==> src/rtl/modulation_buffer_writer.sv <==
// ---------------------------------------------------------------------------
// modulation_buffer_writer
//
// Writer side of the double-banked modulation sample RAM. A framed byte
// stream is written into the bank the sampler is NOT reading. Once the frame
// ends, the new buffer is committed atomically at the next sampler wrap.
// The commit toggles ACTIVE_BANK and loads MOD_CYCLE in the same cycle, so
// playback never mixes old and new samples.
//
// Ports
//   CLK, RST        clock, synchronous active-high reset
//   S_START         pulse: begin (or restart) a frame
//   S_VALID/S_READY sample handshake; S_DATA payload, S_LAST marks final beat
//   SAMPLER_WRAP    sampler playback wrap point (commit opportunity)
//   BRAM_WE/ADDR/DIN registered write port, ADDR = {bank, sample index}
//   ACTIVE_BANK     bank the sampler reads
//   MOD_CYCLE       last valid sample index of the active bank
//   BUSY            frame loading or waiting for commit
//   ERR_OVERFLOW    sticky: frame exceeded bank capacity (cleared on START)
// ---------------------------------------------------------------------------
module modulation_buffer_writer #(
    parameter int ADDR_WIDTH = 16,
    parameter int DATA_WIDTH = 8
) (
    input  logic                  CLK,
    input  logic                  RST,
    input  logic                  S_START,
    input  logic                  S_VALID,
    output logic                  S_READY,
    input  logic [DATA_WIDTH-1:0] S_DATA,
    input  logic                  S_LAST,
    input  logic                  SAMPLER_WRAP,
    output logic                  BRAM_WE,
    output logic [ADDR_WIDTH:0]   BRAM_ADDR,
    output logic [DATA_WIDTH-1:0] BRAM_DIN,
    output logic                  ACTIVE_BANK,
    output logic [15:0]           MOD_CYCLE,
    output logic                  BUSY,
    output logic                  ERR_OVERFLOW
);

    localparam logic [1:0] ST_IDLE = 2'd0;
    localparam logic [1:0] ST_LOAD = 2'd1;
    localparam logic [1:0] ST_PEND = 2'd2;

    logic [1:0]            state;
    logic [ADDR_WIDTH-1:0] idx;
    logic [ADDR_WIDTH-1:0] pending_cycle;
    // Set once the last slot of the bank has been written. From then on idx
    // stays saturated at all-ones and further beats are dropped.
    logic                  full;

    assign S_READY = (state == ST_LOAD);
    assign BUSY    = (state != ST_IDLE);

    always_ff @(posedge CLK) begin
        if (RST) begin
            state         <= ST_IDLE;
            idx           <= '0;
            full          <= 1'b0;
            pending_cycle <= '0;
            BRAM_WE       <= 1'b0;
            BRAM_ADDR     <= '0;
            BRAM_DIN      <= '0;
            ACTIVE_BANK   <= 1'b0;
            MOD_CYCLE     <= '0;
            ERR_OVERFLOW  <= 1'b0;
        end else begin
            BRAM_WE <= 1'b0;
            case (state)
                ST_IDLE: begin
                    if (S_START) begin
                        state        <= ST_LOAD;
                        idx          <= '0;
                        full         <= 1'b0;
                        ERR_OVERFLOW <= 1'b0;
                    end
                end
                ST_LOAD: begin
                    if (S_START) begin
                        // Restart: any beat in this cycle belongs to the
                        // abandoned frame and is ignored.
                        idx          <= '0;
                        full         <= 1'b0;
                        ERR_OVERFLOW <= 1'b0;
                    end else if (S_VALID) begin
                        if (!full) begin
                            BRAM_WE   <= 1'b1;
                            BRAM_ADDR <= {~ACTIVE_BANK, idx};
                            BRAM_DIN  <= S_DATA;
                            if (&idx) full <= 1'b1;
                            else      idx  <= idx + 1'b1;
                        end else begin
                            ERR_OVERFLOW <= 1'b1;
                        end
                        // When overflowing, idx is saturated, so the
                        // committed cycle length is the full bank.
                        if (S_LAST) begin
                            pending_cycle <= idx;
                            state         <= ST_PEND;
                        end
                    end
                end
                ST_PEND: begin
                    // Only reached the cycle after the last beat, so the
                    // final BRAM write lands before (or with) the swap.
                    if (SAMPLER_WRAP) begin
                        ACTIVE_BANK <= ~ACTIVE_BANK;
                        MOD_CYCLE   <= 16'(pending_cycle);
                        state       <= ST_IDLE;
                    end
                end
                default: state <= ST_IDLE;
            endcase
        end
    end

endmodule

==> config.mk <==
export PLATFORM = sky130hd
export DESIGN_NAME = modulation_buffer_writer
export DESIGN_NICKNAME = d
export VERILOG_FILES = /design/src/rtl/modulation_buffer_writer.sv
export SDC_FILE = /design/constraint.sdc
export NUM_CORES = 1
export LEC_CHECK = 0
export CORE_MARGIN = 10
export CORE_UTILIZATION = 56
export DETAILED_ROUTE_END_ITERATION = 8
export DONT_BUFFER_PORTS = 1
export MAX_ROUTING_LAYER = met4
export PLACE_DENSITY = 0.75
export SLEW_MARGIN = 5
export SYNTH_ARGS = -nofsm -noshare
export SYNTH_HDL_FRONTEND = slang
export SYNTH_SLANG_ARGS = --single-unit
export TNS_END_PERCENT = 10
==> constraint.sdc <==
create_clock -name CLK -period 5.1 [get_ports CLK]
set_input_delay 0 -clock CLK [delete_from_list [all_inputs] [get_ports CLK]]
set_output_delay 0 -clock CLK [all_outputs]
set_load 0.01 [all_outputs]
==> impl_metrics.json <==
{
  "use_met2_pct": 29.5,
  "fp-row-count": 27,
  "start_kind": "register",
  "tns_ns": 0,
  "fmax_ghz": 0.401,
  "slowest_delay_ns": 1.12,
  "cp.buffers_inverters": 1,
  "critPathKind": "reg2reg",
  "post-route-drc-count": 0,
  "grt_setup_unrepaired": "no",
  "ys.flop_type": "dfxtp_1",
  "ctsHoldBuffers": 15,
  "power.density_mw_per_mm2": 326,
  "clockBufferDepth": 2,
  "fin_worst_skew_ns": 0.00991,
  "grt_max_degree": 69,
  "grt.total_usage_pct": 18.4,
  "post-cts-setup-buffers": 0,
  "cts_resized": 0,
  "via_count": 2768,
  "synth_nets": 416,
  "ys_types": 54,
  "grt_overflow_total": 0,
  "finalSetupViolations": 0,
  "nFillCells": 504,
  "worstPathRequired_ns": 5.39,
  "portBuffers": 0,
  "final.setup.worst_slack_ns": 2.61,
  "min_path_cells": 2,
  "crit_family": "simple AND/OR/NAND/NOR gates",
  "drive_gt1_share_pct": 7.92,
  "cap_violations": 0,
  "antenna_left": 0,
  "worstReg2RegStart": "full",
  "vias_per_cell": 5.82,
  "die_area_mm2": 0.00931,
  "synth_edf_count": 0,
  "tightest_slew_ns": 1.24,
  "grt_busiest_layer": "met2",
  "grt_pass1_vias": 2564,
  "yosysSeqAreaShare_pct": 48.3,
  "p_leak_nw": 1.17,
  "netlist_instances": 401,
  "cts_root_buf": "clkbuf_8",
  "period_minus_slack_ns": 2.49,
  "wl_um": 8360,
  "grt_pass1_wl_um": 13000,
  "holdCritStartpoint": "RST",
  "ctsHtreeMaxLevel": 3,
  "status": "finished, final reports clean",
  "tritoncts": "done",
  "clock_latency_ns": 0.35,
  "layout_common_cells": "130 x nand2_1, 79 x dfxtp_1, 67 x a21oi_1",
  "start_util_pct": 58.4,
  "place_hpwl_um": 5640,
  "worstPathArrival_ns": 2.78,
  "finalHoldViolCount": 0,
  "wl_per_cell_um": 17.6,
  "dp_cells": 445,
  "r2r_setup_slack_ns": 2.61,
  "first_pass_iters": 5,
  "place_worst_setup_slack_ns": 3.07,
  "cp_max_fo": 24,
  "async_flop_share_pct": 0,
  "fin_cells": 476,
  "path_clk_slew_ns": 0.08,
  "vdd_drop_max_mv": 0.187,
  "final_max_slew_viol_count": 0,
  "holdPathEnd": "BRAM_ADDR[15]",
  "die_h_um": 96.5,
  "grt_use_met3_pct": 6.09,
  "cts_buffers": 9,
  "core-area_mm2": 0.00561,
  "critical_path.cell_chain": "nor4_4 > nand2_1 > dlygate4sd3_1 > a21oi_1",
  "slowest_stage": "nor4_4",
  "crit_path_end_kind": "register",
  "first_iter_violations": 219,
  "antenna_found_initial": 0,
  "syn_area_mm2": 0.00328,
  "diodes": 0,
  "maxSlewHeadroom_pct": 16.6,
  "place_congestion": 0.987,
  "r2r_end": "BRAM_DIN[5]",
  "io_pins": 60,
  "cts.sinks": 79,
  "fp.dieW_um": 96.5,
  "final_common_cell": "nand2_1",
  "timing.final.crit_share_pct": 48.9,
  "rr_worst_depth": 4,
  "fin_nets": 414,
  "ys_seq_elements": 79,
  "yosys_warnings": 0,
  "syn_area_per_cell_um2": 8.17,
  "grt_use_met1_pct": 21.3,
  "syn2layout_area_growth_pct": 9.93,
  "hp-class": "in2reg"
}
==> kinds of logic after synthesis <==
kind of cell | after synthesis | synth area share [%]
multiplexers | 3 | 0.916
buffers and inverters | 34 | 5.42
AND/OR/NAND/NOR | 185 | 26.5
AO/OA/AOI/OAI | 98 | 18.3
XOR/XNOR | 1 | 0.267
flip-flops | 79 | 48.3
adder cells (fa/ha/maj) | 1 | 0.382
==> flip-flops by register name, indices dropped and copies added (netlist names) <==
signal	cells
BRAM_ADDR	17
MOD_CYCLE	16
BRAM_DIN	8
state	2
pending_cycle	16
idx	16
full	1
ACTIVE_BANK	1
BRAM_WE	1
ERR_OVERFLOW	1
==> worst max path at each step <==
stage               slack (ns)       endpoint  startpoint  depth (start not counted)
detailed placement        3.07  BRAM_ADDR[14]        full                          3
finish                    2.61    BRAM_DIN[5]        full                          4
CTS                       2.60   BRAM_ADDR[2]        full                          4
global route              2.42    BRAM_DIN[5]    state[0]                          5
global placement          3.19   BRAM_ADDR[1]        full                          3
floorplan                 3.43        idx[12]      idx[0]                          6
==> layout make-up <==
type                            instances  area, um2  share of cell area [%]
Sequential cell                        79       1580                    43.9
Multi-Input combinational cell        288       1530                    42.4
Timing Repair Buffer                   15        168                    4.65
Clock buffer                           11        131                    3.65
Tap cell                               72       90.1                    2.50
Clock inverter                          5       82.6                    2.29
Inverter                                6       22.5                   0.625
==> layer usage <==
layer	share of wire, %	vias to the layer above
met1	40	1305
met3	9.3	8
met4	0.93	0
li1	-	1360
met5	0	-
met2	49	95
==> report_power, final <==
part	switching, W	total (W)	internal (W)
Combinational	0.0000306	0.0000479	0.0000173
Clock	0.000226	0.000504	0.000277
Sequential	0.00000488	0.000624	0.000619
==> synth_stat cells (4+ instances only) <==
cell	instances	share of area (%)
dfxtp_1	79	48
inv_1	6	0.69
nor2_1	14	1.6
o21ai_0	7	1.1
nand2_1	130	15
nand3_1	6	0.92
buf_2	10	1.5
and3_1	4	0.76
a21oi_1	67	10
clkbuf_1	8	0.92
nor3_1	4	0.61
==> per-stage QoR <==
stage	area (um2)	hold WS [ns]	utilization (%)	total power (W)
floorplan	3280	0.136	-	0.000672
global placement	3220	0.0834	57.4	0.000666
detailed placement	3220	0.0861	57.4	0.000667
CTS	3600	0.00420	64.2	0.00118
global route	3600	0.0135	64.2	0.00121
finish	3600	0.00798	64.2	0.00118
(Power assumes the default switching activity.)
